--- src/rtl/apfifo_pkg.sv ---
// apfifo_pkg: shared state encoding, data width and default widths for the ap_fifo packet engine
package apfifo_pkg;
  localparam int APFIFO_DW = 32;
  localparam int LEN_W_DEF = 16;
  localparam int CNT_W_DEF = 16;
  typedef enum logic [1:0] {S_HDR, S_DATA, S_TRL} state_t;
endpackage

--- src/rtl/apfifo_out_skid.sv ---
// apfifo_out_skid: 2-entry output buffer; space depends only on registered occupancy
module apfifo_out_skid import apfifo_pkg::*; (
  input  logic                 clk,
  input  logic                 rst,
  input  logic                 push,
  input  logic [APFIFO_DW-1:0] din,
  input  logic                 pop,
  output logic                 space,
  output logic                 nonempty,
  output logic [APFIFO_DW-1:0] head
);
  logic [1:0] count;
  logic [APFIFO_DW-1:0] tail;
  assign space = count != 2'd2;
  assign nonempty = count != 2'd0;
  always_ff @(posedge clk or posedge rst)
    if (rst) begin
      count <= '0;
      head <= '0;
      tail <= '0;
    end else begin
      count <= count + 2'(push) - 2'(pop);
      if (push && (count == 2'd0 || (count == 2'd1 && pop))) head <= din;
      else if (pop && count == 2'd2) head <= tail;
      if (push && count == 2'd1 && !pop) tail <= din;
    end
endmodule

--- src/rtl/apfifo_packet_engine.sv ---
// apfifo_packet_engine: echoes header, forwards data words, appends a 32-bit sum trailer
// Define APFIFO_PKT_XOR_EN to XOR data words with cfg_key on output.
module apfifo_packet_engine import apfifo_pkg::*; #(
  parameter int LEN_W = LEN_W_DEF,
  parameter int CNT_W = CNT_W_DEF
) (
  input  logic                 ip_clk,
  input  logic                 ip_rst,
  input  logic [APFIFO_DW-1:0] in_r_dout,
  input  logic                 in_r_empty_n,
  output logic                 in_r_read,
  output logic [APFIFO_DW-1:0] out_r_din,
  output logic                 out_r_write,
  input  logic                 out_r_full,
  input  logic [APFIFO_DW-1:0] cfg_key,
  output logic                 busy,
  output logic [CNT_W-1:0]     pkt_count
);
  state_t state;
  logic [LEN_W-1:0] rem, hdr_len;
  logic [APFIFO_DW-1:0] sum, key_mask, push_data;
  logic space, nonempty, push;
`ifdef APFIFO_PKT_XOR_EN
  assign key_mask = cfg_key;
`else
  logic unused_key;
  assign unused_key = ^cfg_key;
  assign key_mask = '0;
`endif
  assign hdr_len = in_r_dout[LEN_W-1:0];
  assign in_r_read = in_r_empty_n & space & (state != S_TRL) & !ip_rst;
  assign push = in_r_read | (state == S_TRL & space);
  assign out_r_write = nonempty & !out_r_full;
  assign busy = (state != S_HDR) | nonempty;
  always_comb push_data = state == S_TRL ? sum : state == S_DATA ? in_r_dout ^ key_mask : in_r_dout;
  apfifo_out_skid u_skid (
    .clk(ip_clk),
    .rst(ip_rst),
    .push(push),
    .din(push_data),
    .pop(out_r_write),
    .space(space),
    .nonempty(nonempty),
    .head(out_r_din)
  );
  // sum always accumulates the raw input word, never the scrambled one
  always_ff @(posedge ip_clk or posedge ip_rst)
    if (ip_rst) begin
      state <= S_HDR;
      rem <= '0;
      sum <= '0;
      pkt_count <= '0;
    end else if (push) begin
      if (state == S_HDR) begin
        rem <= hdr_len;
        sum <= '0;
        state <= hdr_len != '0 ? S_DATA : S_TRL;
      end else if (state == S_DATA) begin
        rem <= rem - LEN_W'(1);
        sum <= sum + in_r_dout;
        state <= rem == LEN_W'(1) ? S_TRL : S_DATA;
      end else begin
        pkt_count <= pkt_count + CNT_W'(1);
        state <= S_HDR;
      end
    end
endmodule

--- config.mk ---
export PLATFORM = sky130hd
export DESIGN_NAME = apfifo_packet_engine
export DESIGN_NICKNAME = d
export VERILOG_FILES = /design/src/rtl/apfifo_pkg.sv /design/src/rtl/apfifo_out_skid.sv /design/src/rtl/apfifo_packet_engine.sv
export SDC_FILE = /design/constraint.sdc
export NUM_CORES = 1
export LEC_CHECK = 0
export ABC_AREA = 1
export BUFFER_PORTS_ARGS = -buffer_cell sky130_fd_sc_hd__buf_2
export CAP_MARGIN = 0
export CORE_UTILIZATION = 40
export CTS_BUF_LIST = sky130_fd_sc_hd__clkbuf_8
export CTS_CLUSTER_DIAMETER = 150
export DETAILED_ROUTE_END_ITERATION = 10
export HOLD_SLACK_MARGIN = 0.02
export SETUP_SLACK_MARGIN = 0.4
export SLEW_MARGIN = 20
export SYNTH_ARGS = -nofsm -noshare
export SYNTH_HDL_FRONTEND = slang
export SYNTH_SLANG_ARGS = --single-unit
--- constraint.sdc ---
create_clock -name ip_clk -period 5.3 [get_ports ip_clk]
set_input_delay 1.59 -clock ip_clk [delete_from_list [all_inputs] [get_ports ip_clk]]
set_output_delay 1.59 -clock ip_clk [all_outputs]
set_load 0.02 [all_outputs]
Word-level counts from Yosys, hierarchy flattened --
Cells that the tools add are included.
Word-level totals: flip-flop bits (word level) 132, output and inout port bits 51, logic and storage cells 57
Cells by class: add/subtract/negate cells 5, eq/ne operators 7, multiplexer cells 11, bitwise gates (word level) 9, reduce and logical (&&, ||, !) cells 18
Operators by type and width (number):
- $mux W32 | 5
- $add A32 B32 Y32 | 1
- $mux W16 | 2
- $add A16 B1 Y16 const B | 1
- $eq A16 B1 Y1 const B | 1
- $reduce_bool A16 Y1 | 1
- $sub A16 B1 Y16 const B | 1
- $mux W2 | 4
- $reduce_bool A2 Y1 | 4
- $and A1 B1 Y1 | 5
- $logic_and A1 B1 Y1 | 5
- $eq A2 B1 Y1 const B | 2
- $eq A2 B2 Y1 const B | 2
- $logic_not A2 Y1 | 2
- $ne A2 B2 Y1 const B | 2
- $logic_not A1 Y1 | 3
- $reduce_and A3 Y1 | 1
- $add A2 B1 Y2 | 1
- $not A1 Y1 | 2
- $or A1 B1 Y1 | 2
- $reduce_and A2 Y1 | 1
- $sub A2 B1 Y2 | 1
- $logic_or A1 B1 Y1 | 1

Longest topological paths before layout --
depth after elaboration 7, mapped depth 14, mapped depth without buffers 14

Hierarchy --
From an unflattened synthesis, not the netlist that was laid out.
Second synthesis, totals: cells, all modules 1383, area total of the unflattened synthesis 9083.7 µm²
By module, submodules not included:
- apfifo_packet_engine | times used 1, cells each 992, area each 5914.4 µm², sequential area each 1651.6 µm²
- apfifo_out_skid | times used 1, cells each 391, area each 3169.3 µm², sequential area each 1651.6 µm²

Worst setup path before layout --
No wires, ideal clock.
path type input-to-output, start input out_r_full, end output out_r_write, arrival time 2.289 ns, required time 3.710 ns, setup slack 1.421 ns, cell stages on the path 2, path through nor2_1 > clkbuf_1
Between the ends: cells in the longest elaborated chain, start to end 2
Ends and longest elaborated chain:
- from (decl) | line apfifo_packet_engine.sv:14 | input logic out_r_full,
- $logic_not A1 Y1 | line apfifo_packet_engine.sv:33 | assign out_r_write = nonempty & !out_r_full;
- $and A1 B1 Y1 | line apfifo_packet_engine.sv:33
- to (decl) | line apfifo_packet_engine.sv:13 | output logic out_r_write,
Every way passes these cells.

Final worst setup path --
start input in_r_empty_n, end output in_r_read
Between the ends: cells in the longest elaborated chain, start to end 3
Ends and longest elaborated chain:
- from (decl) | line apfifo_packet_engine.sv:10 | input logic in_r_empty_n,
- $and A1 B1 Y1 (3 in series) | line apfifo_packet_engine.sv:31 | assign in_r_read = in_r_empty_n & space & (state != S_TRL) & !ip_rst;
- to (decl) | line apfifo_packet_engine.sv:11 | output logic in_r_read,
Every way passes these cells.

==> metrics.md <==
| Metric | Value |
|---|---|
| CTS H-tree depth | 4 |
| IO Pins | 119 |
| Critical Path End Type | output port |
| Global-route wire length before repair | 38.1 mm |
| Crit path from | in_r_empty_n |
| Overflow after GRT | 0 |
| PortBufs | 86 |
| Crit path time final | 3700 ps |
| Number of DRC markers in iteration 0 | 573 |
| Vias | 8,068 |
| Area occupied by registers | 3300 µm² |
| Status | completed |
| Antenna-violating nets left | 0 |
| Maximum vdd ir drop | 0.232 mV |
| Vias in the first global route | 7,244 |
| Clock skew | 14.1 ps |
| Post-synth EDFFs | 0 |
| Critical Path End | in_r_read |
| Clock sinks | 132 |
| CP required | 3710 ps |
| Starting density of the core | 40.9% |
| Cells after Synth | 1,234 |
| Final net count | 1,412 |
| Most common cell in the synthesized netlist | nand2_1 |
| Syn_area_per_cell | 6.99 µm² |
| Multi-input logic area | 4520 µm² |
| Post-cts sizing count | 0 |
| CTS buffer count | 17 |
| Worst Reg-to-Reg Cells | 12 |
| Largest net degree at the start of global routing | 95 |
| Post-Syn Nets | 1,339 |
| Die footprint | 22,200 µm² |
| Fin crit share | 69.9% |
| Antenna Cells | 0 |
| Post-synthesis async set-or-reset flop share | 100% |
| Max Fanout on Critical Path | 2 |
| Warning count from the yosys run | 0 |
| Number of max-cap violations | 0 |
| Synth Cell Area | 8630 µm² |
| Hold Path Class | reg -> reg |
| CTS root buf | clkbuf_8 |
| Routability cong. | 0.925 |
| Arrival time worst endpoint | 2110 ps |
| Die Y | 149 µm |
| Tightest Pin Transition | 907 ps |
| RSZ-0062 raised after global routing | no |
| Rows | 53 |
| Final setup margin | 1600 ps |
| Setup_tns | 0 ps |
| Drt drc | 0 |
| Clk slew on worst S/H paths | 70 ps |
| Power Density | 534 nW/µm² |
| Leak | 5.34 nW |
| Relative slew slack | 39.4% |
| Post-synth top area cell | dfrtp_1 |
| Share of the synthesized area in the top cell type | 38.3% |
| Die Span X | 149 µm |
| Fmax | 270 MHz |
| CORE AREA | 21,100 µm² |
| Final Max Slew Viols | 0 |
| FF-to-FF Start | state[0]$_DFFE_PP0N_ |
| Pre-antenna DRT Iters | 5 |
| Initial antenna violation count | 0 |
| Top cells by area, synth | dfrtp_1, nand2_1, inv_1 |
| DP Worst Slack | 1590 ps |
| CTS tree | yes |
| DRT Wirelength | 23.7 mm |
| Synth Flop Type | dfrtp_1 |
| Setup Buffers After CTS | 0 |
| Share of post-route cells with drive strength above 1 | 11.0% |
| Final hold vios | 0 |
| Area grow syn2layout | 12.8% |
| Max Root-Sink Buffers | 2 |
| Clk Latency, worst-skew pair | 450 ps |
| Hold Slack | 490 ps |
| # fillers | 2,258 |
| Synth Register Bits | 132 |
| Routed wire per std cell | 14.9 µm |
| Crit Path Class | in -> out |
| R2r setup slk | 1940 ps |
| Setup Viol. Count Final | 0 |
| Hold_buf cts | 0 |
| Post-Route Utilization | 46.2% |
| Post-synth top cells | nand2_1, inv_1, dfrtp_1, nand3_1, nor2_1 |
| Yosys cell types | 40 |
| DR vias/cell | 5.06 |
| RR Endpoint | sum[14]$_DFFE_PP0P_ |
| Overall Global Routing Usage | 22.2% |
| Hpwl dp | 17.4 mm |
| Critical path startpoint category | input port |
| Register area share after synthesis | 38.3% |
-- power by group --
group | switching [mW] | internal, mW
Combinational | 1.73 | 0.840
Sequential | 0.289 | 1.41
Clock | 0.422 | 0.504
Total | 2.44 | 2.76
-- cell usage in the layout, fill, tap and decap left out, types with 3 or more instances in the layout --
cell type	count
o21ai_0	78
ha_1	36
a21oi_2	6
mux2i_1	16
nand2_2	3
o211ai_1	34
nand2_1	391
a21oi_1	39
nand4_1	11
buf_4	5
o22ai_1	5
clkinv_4	3
xor2_1	12
dfrtp_1	132
nor2_1	81
buf_2	86
clkbuf_8	20
bufinv_16	3
inv_1	171
xnor2_1	8
nor3_1	9
nor2_2	4
o21bai_1	3
nand3_1	123
o21ai_1	15
-- per-stage QoR --
stage	total power, mW	area [µm²]	instances
2_1_floorplan	3.58	8630	1234
3_3_place_gp	4.24	9300	1563
3_5_place_dp	4.29	9300	1563
4_1_cts	5.23	9730	1595
5_1_grt	5.64	9740	1595
6_report	5.20	9740	1595
-- layout make-up --
| cell class | count | area share, % |
|---|---|---|
| Clock buffer | 20 | 2.83 |
| Inverter | 173 | 6.72 |
| Multi-Input combinational cell | 891 | 46.4 |
| Timing Repair Buffer | 92 | 5.01 |
| Tap cell | 275 | 3.53 |
| Clock inverter | 12 | 1.58 |
| Sequential cell | 132 | 33.9 |
-- sequential cells by signal, summed over array words and instances (netlist names) --
register / count
pkt_count: 16
rem: 16
state: 2
sum: 32
u_skid.count: 2
u_skid.head: 32
u_skid.tail: 32
-- critical path, cell delays in order --
cell and delay [ps]:
buf_2 100, nand3_1 70, nor2_1 150, buf_2 190
-- routing by layer --
layer,share of wire [%],GRT usage [%]
met2,43,32.7
met4,1.4,6.38
met1,51,33.5
met3,4.6,2.94
met5,0,0
-- worst min path at each step --
stage	startpoint	slack, ps	to	cells after the start
after global placement	u_skid.tail[17]$_DFFE_PP0P_	470	u_skid.tail[17]$_DFFE_PP0P_	2
final	u_skid.tail[21]$_DFFE_PP0P_	490	u_skid.tail[21]$_DFFE_PP0P_	2
after CTS	u_skid.tail[15]$_DFFE_PP0P_	490	u_skid.tail[15]$_DFFE_PP0P_	2
after floorplan	u_skid.tail[11]$_DFFE_PP0P_	450	u_skid.tail[11]$_DFFE_PP0P_	2
after global routing	u_skid.tail[8]$_DFFE_PP0P_	510	u_skid.tail[8]$_DFFE_PP0P_	2
after detailed placement	u_skid.tail[21]$_DFFE_PP0P_	470	u_skid.tail[21]$_DFFE_PP0P_	2
-- logic make-up after synthesis --
family                     after synthesis  share of synthesized area, %
xor gates and xnor gates                20                          2.03
adders and majority gates               37                          5.45
buffers and inverters                  211                          9.47
and+or+nand+nor                        631                          30.4
DFF                                    132                          38.3
muxes                                   16                          1.86
AOI/OAI and AO/OA                      187                          12.5
(Power assumes the default switching activity.)
